--- src/rtl/uart_rx_fifo.sv ---
`default_nettype none
// ============================================================================
// Module   : uart_rx_fifo
// Brief    : 8N1 UART receiver (8E1 when UART_RX_PARITY_EN is defined) with
//            a show-ahead receive FIFO and framing/overrun pulses.
// Revision : 1.0 - initial release
// ============================================================================
module uart_rx_fifo #(
  parameter int CLK_FREQ   = 50000000,
  parameter int BAUD       = 9600,
  parameter int FIFO_DEPTH = 4
) (
  input  logic       sysclk,
  input  logic       reset,
  input  logic       uart_rx,
  output logic [7:0] rx_data,
  output logic       rx_valid,
  input  logic       rx_ready,
  output logic       frame_err,
  output logic       overrun,
  output logic       rx_busy
);

  localparam int C_CLKS_PER_BIT = CLK_FREQ / BAUD;
  localparam int C_CW           = $clog2(C_CLKS_PER_BIT);
  localparam int C_AW           = $clog2(FIFO_DEPTH);
  localparam logic [C_CW-1:0] C_CNT_LAST = C_CW'(C_CLKS_PER_BIT - 1);
  localparam logic [C_CW-1:0] C_CNT_HALF = C_CW'(C_CLKS_PER_BIT / 2 - 1);

  typedef enum logic [2:0] {
    S_IDLE   = 3'd0,
    S_START  = 3'd1,
    S_DATA   = 3'd2,
`ifdef UART_RX_PARITY_EN
    S_PARITY = 3'd3,
`endif
    S_STOP   = 3'd4,
    S_WAITHI = 3'd5
  } state_t;

  logic            r_sync1;
  logic            r_rx_s;
  state_t          r_state;
  state_t          w_state_nxt;
  logic [C_CW-1:0] r_cnt;
  logic [C_CW-1:0] w_cnt_nxt;
  logic [2:0]      r_idx;
  logic [2:0]      w_idx_nxt;
  logic [7:0]      r_shift;
  logic [7:0]      w_shift_nxt;
  logic            w_bit_end;
  logic            w_push;
  logic            w_ferr;
  logic            w_par_bad;

`ifdef UART_RX_PARITY_EN
  logic r_par_err;
  logic w_par_err_nxt;
  assign w_par_bad = r_par_err;
`else
  assign w_par_bad = 1'b0;
`endif

  always_ff @(posedge sysclk) begin
    if (reset) begin
      r_sync1 <= 1'b1;
      r_rx_s  <= 1'b1;
    end else begin
      r_sync1 <= uart_rx;
      r_rx_s  <= r_sync1;
    end
  end

  assign w_bit_end = (r_cnt == C_CNT_LAST);

  always_ff @(posedge sysclk) begin
    if (reset) begin
      r_state   <= S_IDLE;
      r_cnt     <= '0;
      r_idx     <= '0;
      r_shift   <= '0;
`ifdef UART_RX_PARITY_EN
      r_par_err <= 1'b0;
`endif
    end else begin
      r_state   <= w_state_nxt;
      r_cnt     <= w_cnt_nxt;
      r_idx     <= w_idx_nxt;
      r_shift   <= w_shift_nxt;
`ifdef UART_RX_PARITY_EN
      r_par_err <= w_par_err_nxt;
`endif
    end
  end

  always_comb begin
    w_state_nxt   = r_state;
    w_cnt_nxt     = r_cnt + 1'b1;
    w_idx_nxt     = r_idx;
    w_shift_nxt   = r_shift;
    w_push        = 1'b0;
    w_ferr        = 1'b0;
`ifdef UART_RX_PARITY_EN
    w_par_err_nxt = r_par_err;
`endif
    case (r_state)
      S_IDLE: begin
        w_cnt_nxt = '0;
        if (!r_rx_s) w_state_nxt = S_START;
      end
      S_START: begin
        if (r_cnt == C_CNT_HALF) begin
          w_cnt_nxt   = '0;
          w_idx_nxt   = '0;
          w_state_nxt = r_rx_s ? S_IDLE : S_DATA;
        end
      end
      S_DATA: begin
        if (w_bit_end) begin
          w_cnt_nxt          = '0;
          w_shift_nxt[r_idx] = r_rx_s;
          w_idx_nxt          = r_idx + 3'd1;
          if (r_idx == 3'd7) begin
`ifdef UART_RX_PARITY_EN
            w_state_nxt = S_PARITY;
`else
            w_state_nxt = S_STOP;
`endif
          end
        end
      end
`ifdef UART_RX_PARITY_EN
      S_PARITY: begin
        if (w_bit_end) begin
          w_cnt_nxt     = '0;
          // Even parity: data plus parity bit must hold an even number of ones.
          w_par_err_nxt = ^{r_shift, r_rx_s};
          w_state_nxt   = S_STOP;
        end
      end
`endif
      S_STOP: begin
        if (w_bit_end) begin
          w_cnt_nxt = '0;
          if (r_rx_s) begin
            w_ferr      = w_par_bad;
            w_push      = !w_par_bad;
            w_state_nxt = S_IDLE;
          end else begin
            w_ferr      = 1'b1;
            w_state_nxt = S_WAITHI;
          end
        end
      end
      S_WAITHI: begin
        w_cnt_nxt = '0;
        if (r_rx_s) w_state_nxt = S_IDLE;
      end
      default: begin
        w_cnt_nxt   = '0;
        w_state_nxt = S_IDLE;
      end
    endcase
  end

  assign rx_busy = (r_state != S_IDLE);

  // Receive FIFO: pointers carry one extra wrap bit to tell full from empty.
  logic [7:0]    r_mem [FIFO_DEPTH];
  logic [C_AW:0] r_wptr;
  logic [C_AW:0] r_rptr;
  logic          w_empty;
  logic          w_full;
  logic          w_pop;
  logic          w_wr;
  logic          r_frame_err;
  logic          r_overrun;

  assign w_empty = (r_wptr == r_rptr);
  assign w_full  = (r_wptr[C_AW] != r_rptr[C_AW]) &&
                   (r_wptr[C_AW-1:0] == r_rptr[C_AW-1:0]);
  assign w_pop   = !w_empty && rx_ready;
  assign w_wr    = w_push && (!w_full || w_pop);

  always_ff @(posedge sysclk) begin
    if (w_wr) r_mem[r_wptr[C_AW-1:0]] <= r_shift;
  end

  always_ff @(posedge sysclk) begin
    if (reset) begin
      r_wptr      <= '0;
      r_rptr      <= '0;
      r_frame_err <= 1'b0;
      r_overrun   <= 1'b0;
    end else begin
      if (w_wr)  r_wptr <= r_wptr + 1'b1;
      if (w_pop) r_rptr <= r_rptr + 1'b1;
      r_frame_err <= w_ferr;
      r_overrun   <= w_push && w_full && !w_pop;
    end
  end

  assign rx_valid  = !w_empty;
  assign rx_data   = w_empty ? 8'h00 : r_mem[r_rptr[C_AW-1:0]];
  assign frame_err = r_frame_err;
  assign overrun   = r_overrun;

endmodule
`default_nettype wire

--- config.mk ---
export PLATFORM = sky130hd
export DESIGN_NAME = uart_rx_fifo
export DESIGN_NICKNAME = d
export VERILOG_FILES = /design/src/rtl/uart_rx_fifo.sv
export SDC_FILE = /design/constraint.sdc
export NUM_CORES = 1
export LEC_CHECK = 0
export BUFFER_PORTS_ARGS = -buffer_cell sky130_fd_sc_hd__buf_4
export CORE_UTILIZATION = 60
export CTS_CLUSTER_SIZE = 16
export DETAILED_ROUTE_END_ITERATION = 8
export PLACE_DENSITY = 0.85
export SYNTH_ARGS = -nofsm -noshare
export SYNTH_HDL_FRONTEND = slang
export SYNTH_SLANG_ARGS = --single-unit
--- constraint.sdc ---
create_clock -name sysclk -period 2.4 [get_ports sysclk]
set_input_delay 0.72 -clock sysclk [delete_from_list [all_inputs] [get_ports sysclk]]
set_output_delay 0.72 -clock sysclk [all_outputs]
set_load 0.005 [all_outputs]
# Word level (Yosys, flattened, before mapping)
# Memory sizes are Yosys's and may differ from the RTL's. A register that Yosys moved wholly into a read port is not among the register bits.
# Index checks and enable logic that the tools add are counted.
dict set report totals {
  elab_cells 80
  regBits 37
  mem_bits_rw 32
  input_bits 4
  output_inout_bits 12
  memories 1
}
dict set report op_classes {
  order_cmp 2
  bitwise 2
  addsub 4
  reduce_logical 18
  mux 27
  n_eq_ne 16
}
# name depth word_bits rd rd_clocked_by_memory_dff write_ports line
set memory_table {}
lappend memory_table {r_mem 4 8 1 1 1 169} ;# logic [7:0] r_mem [FIFO_DEPTH];
# cell n
set ops {}
lappend ops {{3-bit two-way mux} 9}
lappend ops {{13-bit two-way mux} 2}
lappend ops {{13-bit one-hot mux with 2 select lines} 1}
lappend ops {{3-bit one-hot mux with 5 select lines} 1}
lappend ops {{13-bit by 1-bit adder with 13-bit output (second input constant)} 1}
lappend ops {{13-bit by 12-bit equality test with 1-bit output (second input constant)} 1}
lappend ops {{13-bit equality test (second input constant)} 1}
lappend ops {{2-bit != test (second input constant)} 6}
lappend ops {{3-bit by 1-bit adder with 3-bit output (second input constant)} 3}
lappend ops {{3-bit equality test (second input constant)} 3}
lappend ops {{8-bit bitwise mux} 1}
lappend ops {{8-bit two-way mux} 1}
lappend ops {{1-bit two-way mux} 7}
lappend ops {{1-bit logical AND} 6}
lappend ops {{2-bit two-way mux} 3}
lappend ops {{3-bit one-hot mux with 2 select lines} 1}
lappend ops {{6-bit AND reduction} 1}
lappend ops {{3-bit by 4-bit less-than comparator with 1-bit output (second input constant)} 1}
lappend ops {{1-bit demux with 3-bit select} 1}
lappend ops {{3-bit by 1-bit equality test with 1-bit output (second input constant)} 1}
lappend ops {{3-bit by 2-bit equality test with 1-bit output (second input constant)} 1}
lappend ops {{3-bit equality test} 1}
lappend ops {{3-bit by 1-bit greater-or-equal comparator with 1-bit output (second input constant)} 1}
lappend ops {{1-bit logical NOT} 3}
lappend ops {{11 further kinds} 12}

# Logic depth before layout (Yosys ltp)
dict set report depth {
  ltp_word 7
  depth_mapped 7
}

# Least setup slack after synthesis
# No wires, ideal clock.
dict set report synth_timing {
  kind {register to output}
  startpoint {register (tool-made name)}
  endpoint {output port rx_data[0]}
  slack_ps 254
  arrival_time_ps 1426
  required_time_ps 1680
  path_stages_with_launch 4
  cell_sequence {dfxtp_1 clkbuf_1 mux4_2 and2_1}
}
# item line
set synth_lines {}
lappend synth_lines {{end: declaration} 16} ;# output logic [7:0] rx_data,

==> out/summary.txt <==
Placer congestion estimate: 0.8309
Yosys warns: 0
Startpoint Class: flip-flop
Synth Instances: 265
Die area: 5523 µm²
Core Rows: 25
Crit Path Class: reg2out
Fin crit share: 96.99%
Asr flop ratio synth: 0%
Remaining DRCs: 0
Setup violations, final: 0
TritonRoute pass-1 iters: 4
Met1 Use GR: 29.24%
Starting Density: 64.31%
Clock root cell: clkbuf_8
H-tree depth: 3
Syn Nets: 277
Leading area contributor after synthesis: edfxtp_1
DR iter-0 viols: 121
Status: complete, no violations
Flops & latches, synth: 71
Met3 Usage GRT: 8.537%
Max Cap Violations: 0
Rel. slew slack: 48.85%
Final Max Slew Viols: 0
Port Buf Inserts: 15
Pin count of the biggest net entering global routing: 29
Unrepaired setup endpoints after global routing: no
Setup TNS: 0 ns
Fin crit period: 2.328 ns
Count of clock tree sinks: 71
Number of flops mapped to enable cells by yosys: 32
I/O pin total: 16
Leakage power total: 1.324 nW
Worst slew pin tran: 0.7614 ns
Filler cells: 343
Chip height: 74.32 µm
Grt ovf: 0
CORE AREA: 4880 µm²
GRT busiest layer: met2
Total design power: 2.485 mW
Initial antenna violation count: 0
Routing usage on met2: 38.28%
Vias per cell: 5.612
Detailed Route WL: 5418 µm
Crit path capture type: output pin
Top achievable clock speed: 429.6 MHz
Vias in the first global route: 1954
Clock buffer depth: 2
Netlist cell types: 46
Clock skew: 0.01067 ns
Worst-path clk slew: 0.08 ns
Min-Delay Path Class: reg2reg
Die width: 74.32 µm
Vias post-DR: 2009
Num CTS Buffers: 9
Worst Path Required: 1.68 ns
Placed instance area: 3319 µm²
Final hold viol count: 0
Synth top area share: 30.62%
Peak VDD IR: 0.4482 mV
Routed WL per cell: 15.13 µm
Clock Latency Late Sink: 0.35 ns
Antenna Diode Count: 0
Net count, final: 298
CTS tree: yes
Area contributors post-synth: edfxtp_1 31%, dfxtp_1 25%, mux4_2 5.7%, nor2_1 4.3%, mux2i_1 3.5%
Area grow syn2layout: 13.72%
Final Instance Area: 3568 µm²
Global-route wire length before repair: 9232 µm
Top FF cell, synth: dfxtp_1
Dpl hpwl: 3655 µm
Syn avg cell area: 11.84 µm²
P per Cell Area: 696.3 nW/µm²
Total track usage: 23.37%
Sequential fraction of the synthesis area: 55.50%
Final hold slack: 0.4140 ns
Number of antenna-violating nets in the routed design: 0
Share of cells above drive strength 1: 22.34%
Max FO, Critical Path: 8
Post-Syn Area: 3138 µm²
Arrival time at the worst endpoint: 1.61 ns
## layer usage
layer | routed length, µm | vias to the layer above
li1 | - | 987
met1 | 2499 | 978
met2 | 2661 | 37
met3 | 183 | 7
met4 | 74 | 0
met5 | 0 | -
## synthesized netlist by cell type, types with 2 or more instances
| library cell | count |
|---|---|
| mux2i_1 | 11 |
| and2_1 | 8 |
| nor3_1 | 3 |
| clkbuf_1 | 10 |
| dfxtp_1 | 39 |
| and4_2 | 2 |
| nor2b_1 | 8 |
| nand2_1 | 16 |
| nand4_1 | 8 |
| ha_1 | 8 |
| nor4_1 | 3 |
| xor2_1 | 10 |
| edfxtp_1 | 32 |
| nand3_1 | 11 |
| or2_2 | 2 |
| inv_1 | 5 |
| and2_2 | 4 |
| nand2b_1 | 3 |
| nand3b_1 | 2 |
| a21oi_1 | 6 |
| xnor2_1 | 7 |
| mux4_2 | 8 |
| nor2_1 | 36 |
## worst paths after layout
check	start	endpoint	slack [ns]	cells after the start
worst max-delay path	flip-flop	rx_data[0]	0.07	4
worst max register to register	r_cnt[0]	r_mem[2][6]	0.25	5
worst min-delay path	r_sync1	r_rx_s	0.41	1
worst min register to register	r_sync1	r_rx_s	0.41	1
## critical path, cell delays in order (launching register included)
cell and delay [ns]:
dfxtp_2 0.33, buf_8 0.14, mux4_2 0.50, and2_1 0.16, buf_4 0.13
## report_power, final
group	leakage, nW	switching, mW	total (mW)	internal (mW)
logic	0.609	0.0803	0.159	0.0785
clock network	0.103	0.450	1.04	0.586
registers	0.612	0.0239	1.29	1.27
total	1.32	0.554	2.48	1.93
## stage by stage
stage               std cells  worst slack [ns]  utilization [%]
floorplan                 265            0.2537                -
global placement          340            0.3699            68.03
detailed placement        340            0.3031            68.03
CTS                       356          0.004766            72.62
global route              358          0.002614            73.13
finish                    358           0.07234            73.13
## what timing repair did
action                                  CTS  global route
pin swaps                                 0             2
gates resized for setup                   1             4
buffers inserted                          0             2
endpoints found under the setup margin    7             8
hold buffers                              0             0
## flip-flops by register name, summed over array words and instances, names as in the netlist, named ones only
name / count
frame_err: 1
overrun: 1
r_cnt: 13
r_idx: 3
r_mem: 32
r_rptr: 3
r_rx_s: 1
r_shift: 8
r_state: 3
r_sync1: 1
r_wptr: 3
## cell families after synthesis
logic type | after synthesis | share of synthesized area, %
flip-flops | 71 | 55.50
AND/OR/NAND/NOR | 120 | 21.97
XOR/XNOR | 17 | 4.745
AO/OA/AOI/OAI | 13 | 2.951
multiplexers | 20 | 9.609
buffers and inverters | 16 | 2.034
adder cells (fa/ha/maj) | 8 | 3.190
## layout by cell type, fill, tap and decap left out, types with 6 or more instances in the layout
| master | instances |
|---|---|
| dfxtp_1 | 38 |
| nor2_1 | 36 |
| edfxtp_1 | 32 |
| buf_4 | 20 |
| nand2_1 | 16 |
| nand3_1 | 11 |
| mux2i_1 | 11 |
| xor2_1 | 10 |
| clkbuf_8 | 9 |
| mux4_2 | 8 |
| nor2b_1 | 8 |
| nand4_1 | 8 |
| ha_1 | 8 |
| xnor2_1 | 7 |
| and2_1 | 6 |
| a21oi_1 | 6 |
## cell type report
cell class                 count  area [µm²]  share of cell area, %
multi-input combinational    178        1338                  37.48
clock inverter                 7       96.34                  2.700
inverter                       5       18.77                 0.5259
tap                           67       83.83                  2.349
sequential                    71        1743                  48.84
timing repair buffer          21       165.2                  4.628
clock buffer                   9       123.9                  3.471
(Power assumes the default switching activity.)
